File: src/rtl/obi_rsp_buffer.sv
// rtl/obi_rsp_buffer.sv - OBI credit limiter with MaxTrans-deep response FIFO for rready-less subordinates.
// Define OBI_RSP_BUFFER_BYPASS_EN for a zero-latency path when the FIFO is empty.
module obi_rsp_buffer #(
   parameter int AddrWidth = 32,
   parameter int DataWidth = 32,
   parameter int IdWidth   = 1,
   parameter int MaxTrans  = 2
) (
   input  logic                           clk_i,
   input  logic                           rst_i,
   input  logic                           m_req_i,
   output logic                           m_gnt_o,
   input  logic [AddrWidth-1:0]           m_addr_i,
   input  logic                           m_we_i,
   input  logic [DataWidth/8-1:0]         m_be_i,
   input  logic [DataWidth-1:0]           m_wdata_i,
   input  logic [IdWidth-1:0]             m_aid_i,
   output logic                           m_rvalid_o,
   input  logic                           m_rready_i,
   output logic [DataWidth-1:0]           m_rdata_o,
   output logic [IdWidth-1:0]             m_rid_o,
   output logic                           m_err_o,
   output logic                           s_req_o,
   input  logic                           s_gnt_i,
   output logic [AddrWidth-1:0]           s_addr_o,
   output logic                           s_we_o,
   output logic [DataWidth/8-1:0]         s_be_o,
   output logic [DataWidth-1:0]           s_wdata_o,
   output logic [IdWidth-1:0]             s_aid_o,
   input  logic                           s_rvalid_i,
   input  logic [DataWidth-1:0]           s_rdata_i,
   input  logic [IdWidth-1:0]             s_rid_i,
   input  logic                           s_err_i,
   output logic [$clog2(MaxTrans+1)-1:0]  outstanding_o,
   output logic                           protocol_err_o
);

   localparam int CW = $clog2(MaxTrans + 1);
   localparam int PW = (MaxTrans > 1) ? $clog2(MaxTrans) : 1;
   localparam int EW = 1 + IdWidth + DataWidth;

   generate
      if (MaxTrans < 1) begin : g_bad_max_trans
         $error("obi_rsp_buffer: MaxTrans must be >= 1");
      end
      if (IdWidth < 1) begin : g_bad_id_width
         $error("obi_rsp_buffer: IdWidth must be >= 1");
      end
   endgenerate

   logic [CW-1:0] cnt;
   logic [CW-1:0] occ;
   logic [PW-1:0] wr_ptr;
   logic [PW-1:0] rd_ptr;
   logic [EW-1:0] mem [MaxTrans];
   logic [EW-1:0] head;
   logic          perr;
   logic          credit_ok;
   logic          empty;
   logic          full;
   logic          rsp_in;
   logic          bypass;
   logic          accept;
   logic          pop;
   logic          push;
   logic          drop;
   logic          inc;
   logic          dec;

   assign credit_ok = (cnt < CW'(MaxTrans));
   assign s_req_o   = m_req_i & credit_ok & ~rst_i;
   assign m_gnt_o   = s_gnt_i & credit_ok & ~rst_i;
   assign s_addr_o  = m_addr_i;
   assign s_we_o    = m_we_i;
   assign s_be_o    = m_be_i;
   assign s_wdata_o = m_wdata_i;
   assign s_aid_o   = m_aid_i;

   assign empty  = (occ == '0);
   assign full   = (occ == CW'(MaxTrans));
   assign head   = mem[rd_ptr];
   // Responses seen while in reset belong to discarded transactions.
   assign rsp_in = s_rvalid_i & ~rst_i;

`ifdef OBI_RSP_BUFFER_BYPASS_EN
   assign bypass = empty & rsp_in;
`else
   assign bypass = 1'b0;
`endif

   always_comb begin
      m_rvalid_o = ~rst_i & (~empty | bypass);
      m_rdata_o  = head[DataWidth-1:0];
      m_rid_o    = head[DataWidth +: IdWidth];
      m_err_o    = head[EW-1];
      if (bypass) begin
         m_rdata_o = s_rdata_i;
         m_rid_o   = s_rid_i;
         m_err_o   = s_err_i;
      end
   end

   assign accept = m_rvalid_o & m_rready_i;
   assign pop    = accept & ~empty;
   assign push   = rsp_in & ~(bypass & m_rready_i) & (~full | pop);
   assign drop   = rsp_in & full & ~pop;
   assign inc    = s_req_o & s_gnt_i;
   assign dec    = accept & (cnt != '0);

   always_ff @(posedge clk_i) begin
      if (push) begin
         mem[wr_ptr] <= {s_err_i, s_rid_i, s_rdata_i};
      end
   end

   always_ff @(posedge clk_i) begin
      if (rst_i) begin
         cnt    <= '0;
         occ    <= '0;
         wr_ptr <= '0;
         rd_ptr <= '0;
         perr   <= 1'b0;
      end else begin
         if (inc && !dec) begin
            cnt <= cnt + CW'(1);
         end else if (dec && !inc) begin
            cnt <= cnt - CW'(1);
         end

         if (push && !pop) begin
            occ <= occ + CW'(1);
         end else if (pop && !push) begin
            occ <= occ - CW'(1);
         end

         if (push) begin
            wr_ptr <= (wr_ptr == PW'(MaxTrans - 1)) ? '0 : wr_ptr + PW'(1);
         end
         if (pop) begin
            rd_ptr <= (rd_ptr == PW'(MaxTrans - 1)) ? '0 : rd_ptr + PW'(1);
         end

         if (drop) begin
            perr <= 1'b1;
         end
      end
   end

   assign outstanding_o  = cnt;
   assign protocol_err_o = perr;

endmodule

File: config.mk
export PLATFORM = sky130hd
export DESIGN_NAME = obi_rsp_buffer
export DESIGN_NICKNAME = d
export VERILOG_FILES = /design/src/rtl/obi_rsp_buffer.sv
export SDC_FILE = /design/constraint.sdc
export NUM_CORES = 1
export LEC_CHECK = 0
export ABC_AREA = 1
export CORE_MARGIN = 1
export CORE_UTILIZATION = 37
export DETAILED_ROUTE_END_ITERATION = 10
export PLACE_DENSITY_LB_ADDON = 0.08
export SLEW_MARGIN = 40
export SYNTH_ARGS = -nofsm -noshare
export SYNTH_HDL_FRONTEND = slang
export SYNTH_SLANG_ARGS = --single-unit
File: constraint.sdc
create_clock -name clk_i -period 3.18 [get_ports clk_i]
set_input_delay 0.636 -clock clk_i [delete_from_list [all_inputs] [get_ports clk_i]]
set_output_delay 0.636 -clock clk_i [all_outputs]
set_load 0.02 [all_outputs]
# Yosys cells after proc, flatten, opt, wreduce, memory -nomap -nowiden
# Memories as Yosys holds them, arrays and structs flattened. A register that Yosys moved wholly into a read port is not among the register bits.
# Cells that the tools add are included.
[classes]
n_addsub = 6
n_lt_le_gt_ge = 1
eq_ne = 1
n_mux = 10
bitwise = 18
n_reduce_logical = 12
[ops]
columns = ["operator", "n"]
rows = [
  ["$and 1x1->1", 13],
  ["$mux 2", 4],
  ["$mux 1", 6],
  ["$reduce_bool 2->1", 3],
  ["$add 2x1->2 const B", 2],
  ["$logic_and 1x1->1", 4],
  ["$logic_not 1->1", 4],
  ["$not 1->1", 4],
  ["$sub 2x1->2 const B", 2],
  ["$add 1x1->1 const B", 2],
  ["$eq 2x2->1 const B", 1],
  ["$logic_not 2->1", 1],
  ["$lt 2x2->1 const B", 1],
  ["$or 1x1->1", 1],
]
[word_totals]
register_bits = 7
ram_bits = 68
input_bits = 110
out_inout_bits = 110
elab_cells = 54
mem_count = 1
[memory_table]
columns = ["name", "words", "width", "rd", "rd_clocked_by_memory_dff", "write_ports", "line_no", "source"]
rows = [
  ["mem", 2, 34, 1, 1, 1, "55", "logic [EW-1:0] mem [MaxTrans];"],
]

# Depth between registers and ports, before layout
[logic_depth]
depth_word = 11
mapped_depth = 12
depth_no_buf = 12

# Worst setup path after synthesis
# Ideal clock, no wire load.
[synth_path]
kind = "input to register"
start = "input port rst_i"
end = "memory mem[0][0] (netlist bit) (enable)"
setup_time_ns = 0.425
t_arrival_ns = 2.503
required_ns = 2.755
path_slack_ns = 0.252
path_stages = 6
cell_sequence = "buf_6 > inv_4 > nand3_4 > nand2_2 > nand2_1 > nor2_1"
[synth_via]
elab_chain_cells = 8
elab_cells_between_ends = 9
[synth_lines]
columns = ["element", "line_no", "source"]
rows = [
  ["start, declared", "10", "input logic rst_i,"],
  ["$not 1->1 *", "83, 92", ""],
  ["$and 1x1->1", "92", "m_rvalid_o = ~rst_i & (~empty | bypass);"],
  ["$and 1x1->1", "103", "assign accept = m_rvalid_o & m_rready_i;"],
  ["$and 1x1->1", "104", "assign pop = accept & ~empty;"],
  ["$or 1x1->1", "105", "assign push = rsp_in & ~(bypass & m_rready_i) & (~full | pop);"],
  ["$and 1x1->1 *", "105", ""],
  ["$mux 1 *", "111", "if (push) begin"],
  ["$mux 1 (not written as such) *", "112", "mem[wr_ptr] <= {s_err_i, s_rid_i, s_rdata_i};"],
  ["end, declared", "55", ""],
]
# Mark *: on every way between the ends. The rest lies on a longest branch, timed or not.

==> flow_metrics.tcl <==
set metrics [dict create \
    status "finished, final reports clean" \
    arrival_ps 2180 \
    die_w_um 99.78 \
    dieHeight_um 99.78 \
    drt-vias-per-instance 4.397 \
    pwr-share-comb_pct 16.7 \
    rows 35 \
    syn2layout_area_growth_pct 18.25 \
    cts_resized 0 \
    worstHoldPathCells 2 \
    synth.avg_cell_area_um2 15.12 \
    grt_pass1_vias 1615 \
    p_sw_share_pct 23.69 \
    dp_slack_ps 383.8 \
    rsz0062_at_grt "no" \
    timing.final.ws_setup_ps 367.3 \
    gp_congestion 0.6918 \
    ant_nets 0 \
    r2r_end "occ[1]$_SDFFE_PP0P_" \
    reg2reg_from "occ[1]$_SDFFE_PP0P_" \
    setup_violations 0 \
    gr-total-overflow 0 \
    post-route-util_pct 45.27 \
    startpoint_type "register" \
    seqPwrFrac_pct 52.0 \
    muxShareOfSynthArea_pct 14.01 \
    cts-root-buf "clkbuf_8" \
    cts_hold_buf 0 \
    grt_max_degree 26 \
    cts.sinks 76 \
    grt_pass1_wl_um 8859 \
    min_from "protocol_err_o$_SDFFE_PP0P_" \
    synthXorXnorAreaFrac_pct 0.2476 \
    finalMaxSlewViolations 0 \
    cts_tree "yes" \
    wl_per_cell_um 15.89 \
    htreeDepth 3 \
    grt_usage_pct 12.57 \
    relSlewSlack_pct 63.01 \
    drc 0 \
    synthAdderAreaFrac_pct 0.7075 \
    antenna_cells 0 \
    antenna_found_initial 0 \
    clockPowerShare_pct 31.3 \
    setup.worst_path.class "reg2out" \
    hold_violations 0 \
    slowest_stage "dfxtp_2" \
    synth_compound_area_share_pct 1.804 \
    endpoint_kind "primary output" \
    place_hpwl_um 4329 \
    timing.fmax_mhz 355.5 \
    drive_gt1_share_pct 24.32 \
    syn_nets 346 \
    port-buffer-count 79 \
    postCtsSetupBuffers 0 \
    path_clk_slew_ps 70 \
    min_period_ps 2813 \
    synth_top_family_by_area "buffers and inverters" \
    netlist_instances 234 \
    min_to "protocol_err_o$_SDFFE_PP0P_" \
    min_period_over_period_pct 88.45 \
    cap_violations 0 \
    cts_buffer_depth 2 \
    start_util_pct 38.28 \
    critPathMaxStageDelay_ps 690 \
    r2r_slack_ps 1520 \
    hp-class "reg2reg" \
    powerDensity_nw_per_um2 533.9 \
    ys_ff_latch 76 \
    cts_inserted_buffers 9 \
    synth_area_um2 3537 \
    io_pins 220 \
    drt_iter0_drc 39 \
    tns_ps 0 \
    ys_seq_area_share_pct 62.26 \
    num-nets-final 366 \
    irDropWorstVdd_v 0.0002312 \
    num_vias 1706 \
    worst_slew_pin_slew_ps 554.8 \
    critical_path.max_fanout 16 \
    p_switching_mw 0.5291 \
    clkLatencyLatePin_ps 330 \
    synthSimpleGateAreaFrac_pct 3.396 \
    core-area_um2 9240 \
    die_area_um2 9955 \
    path_cells "buf_4 > mux2_4 > clkdlybuf4s50_1" \
    finClkSkew_ps 8.130 \
    total_power_mw 2.233 \
    yosys_warnings 0 \
    p_leak_nw 1.494 \
    totalWireLength_um 6164 \
    ys_types 23 \
    worst_ep_required_time_ps 2540 \
    worst_r2r_path_depth 12 \
    internal_power_mw 1.704 \
    drtPass1Iterations 4 \
]
-- layout make-up --
class | instances | area [um^2]
clock buffers | 9 | 123.9
clock inverters | 7 | 67.56
fillers | 851 | 5057
inverters | 10 | 40.04
multi-input cells | 73 | 720.7
flip-flops and latches | 76 | 2203
well taps | 129 | 161.4
repair buffers | 84 | 865.8
-- metrics by stage --
stage	instance area, um^2	instances	hold slack, ps
finish	4183	388	497.2
detailed placement	3991	372	478.3
CTS	4183	388	503.1
global route	4183	388	524.2
floorplan	3537	234	472.5
global placement	3991	372	493.3
-- Yosys cell counts --
cell type	instances	area share, %
nor3_1	2	0.28
inv_4	1	0.18
mux2_4	30	13
o21ai_0	4	0.57
ha_1	2	0.71
a31oi_1	1	0.18
nand3_2	1	0.28
dfxtp_1	8	4.5
inv_2	1	0.11
nand2_2	1	0.18
nor2_1	10	1.1
nand2_1	7	0.74
buf_4	70	15
nor4_1	1	0.18
mux2_2	4	1.3
nand3_4	1	0.50
inv_1	8	0.85
o211ai_1	1	0.21
a21oi_1	6	0.85
xor2_1	1	0.25
buf_6	5	1.6
edfxtp_1	68	58
nor2_2	1	0.18
-- worst max-delay path: cells and delay by family, from the launching register on --
kind | cells | cell delay (ps)
muxes | 1 | 320
buffers and inverters | 2 | 840
DFF | 1 | 690
-- how the worst max path moves through the flow --
stage	to	slack (ps)	depth (start not counted)
6_report	m_rdata_o[3]	370	3
3_3_place_gp	m_gnt_o	390	3
3_5_place_dp	m_rvalid_o	380	3
4_1_cts	m_rdata_o[3]	310	3
2_1_floorplan	mem[0][0]$_DFFE_PP_	250	6
5_1_grt	m_rdata_o[3]	250	3
-- cell usage in the layout, fill, tap and decap left out, drive strengths merged, types with 5 or more instances in the layout --
cell type / n
inv: 10
nor2: 11
dfxtp: 8
clkinv: 6
buf: 5
clkbuf: 9
edfxtp: 68
mux2: 34
clkdlybuf4s50: 79
a21oi: 6
nand2: 8
-- state kept, by name (all words and copies together), names as in the netlist, named ones only --
signal	count
mem	68
wr_ptr	1
rd_ptr	1
occ	2
outstanding_o	2
protocol_err_o	1
-- logic make-up (layout without fill, tap and decap cells) --
kind of cell / Yosys count / in the layout
buffers and inverters: 85 / 110
and+or+nand+nor: 24 / 24
DFF: 76 / 76
muxes: 34 / 34
xor gates and xnor gates: 1 / 1
adders and majority gates: 2 / 2
AOI/OAI and AO/OA: 12 / 12
-- power by group through the flow --
stage	Sequential [mW]	Combinational, mW	Clock (mW)
5_1_grt	1.17	0.398	0.770
4_1_cts	1.16	0.378	0.725
2_1_floorplan	1.18	0.340	0
3_5_place_dp	1.18	0.377	0
3_3_place_gp	1.18	0.377	0
6_report	1.16	0.372	0.700
-- per-layer routing --
| metal | track usage, % | up-vias | wire [um] |
|---|---|---|---|
| met5 | 0 | - | 0 |
| met3 | 8.426 | 20 | 746 |
| met4 | 7.579 | 0 | 229 |
| li1 | - | 790 | - |
| met1 | 13.31 | 779 | 2295 |
| met2 | 18.51 | 117 | 2893 |
No activity file was read; power rests on OpenSTA's default activity.
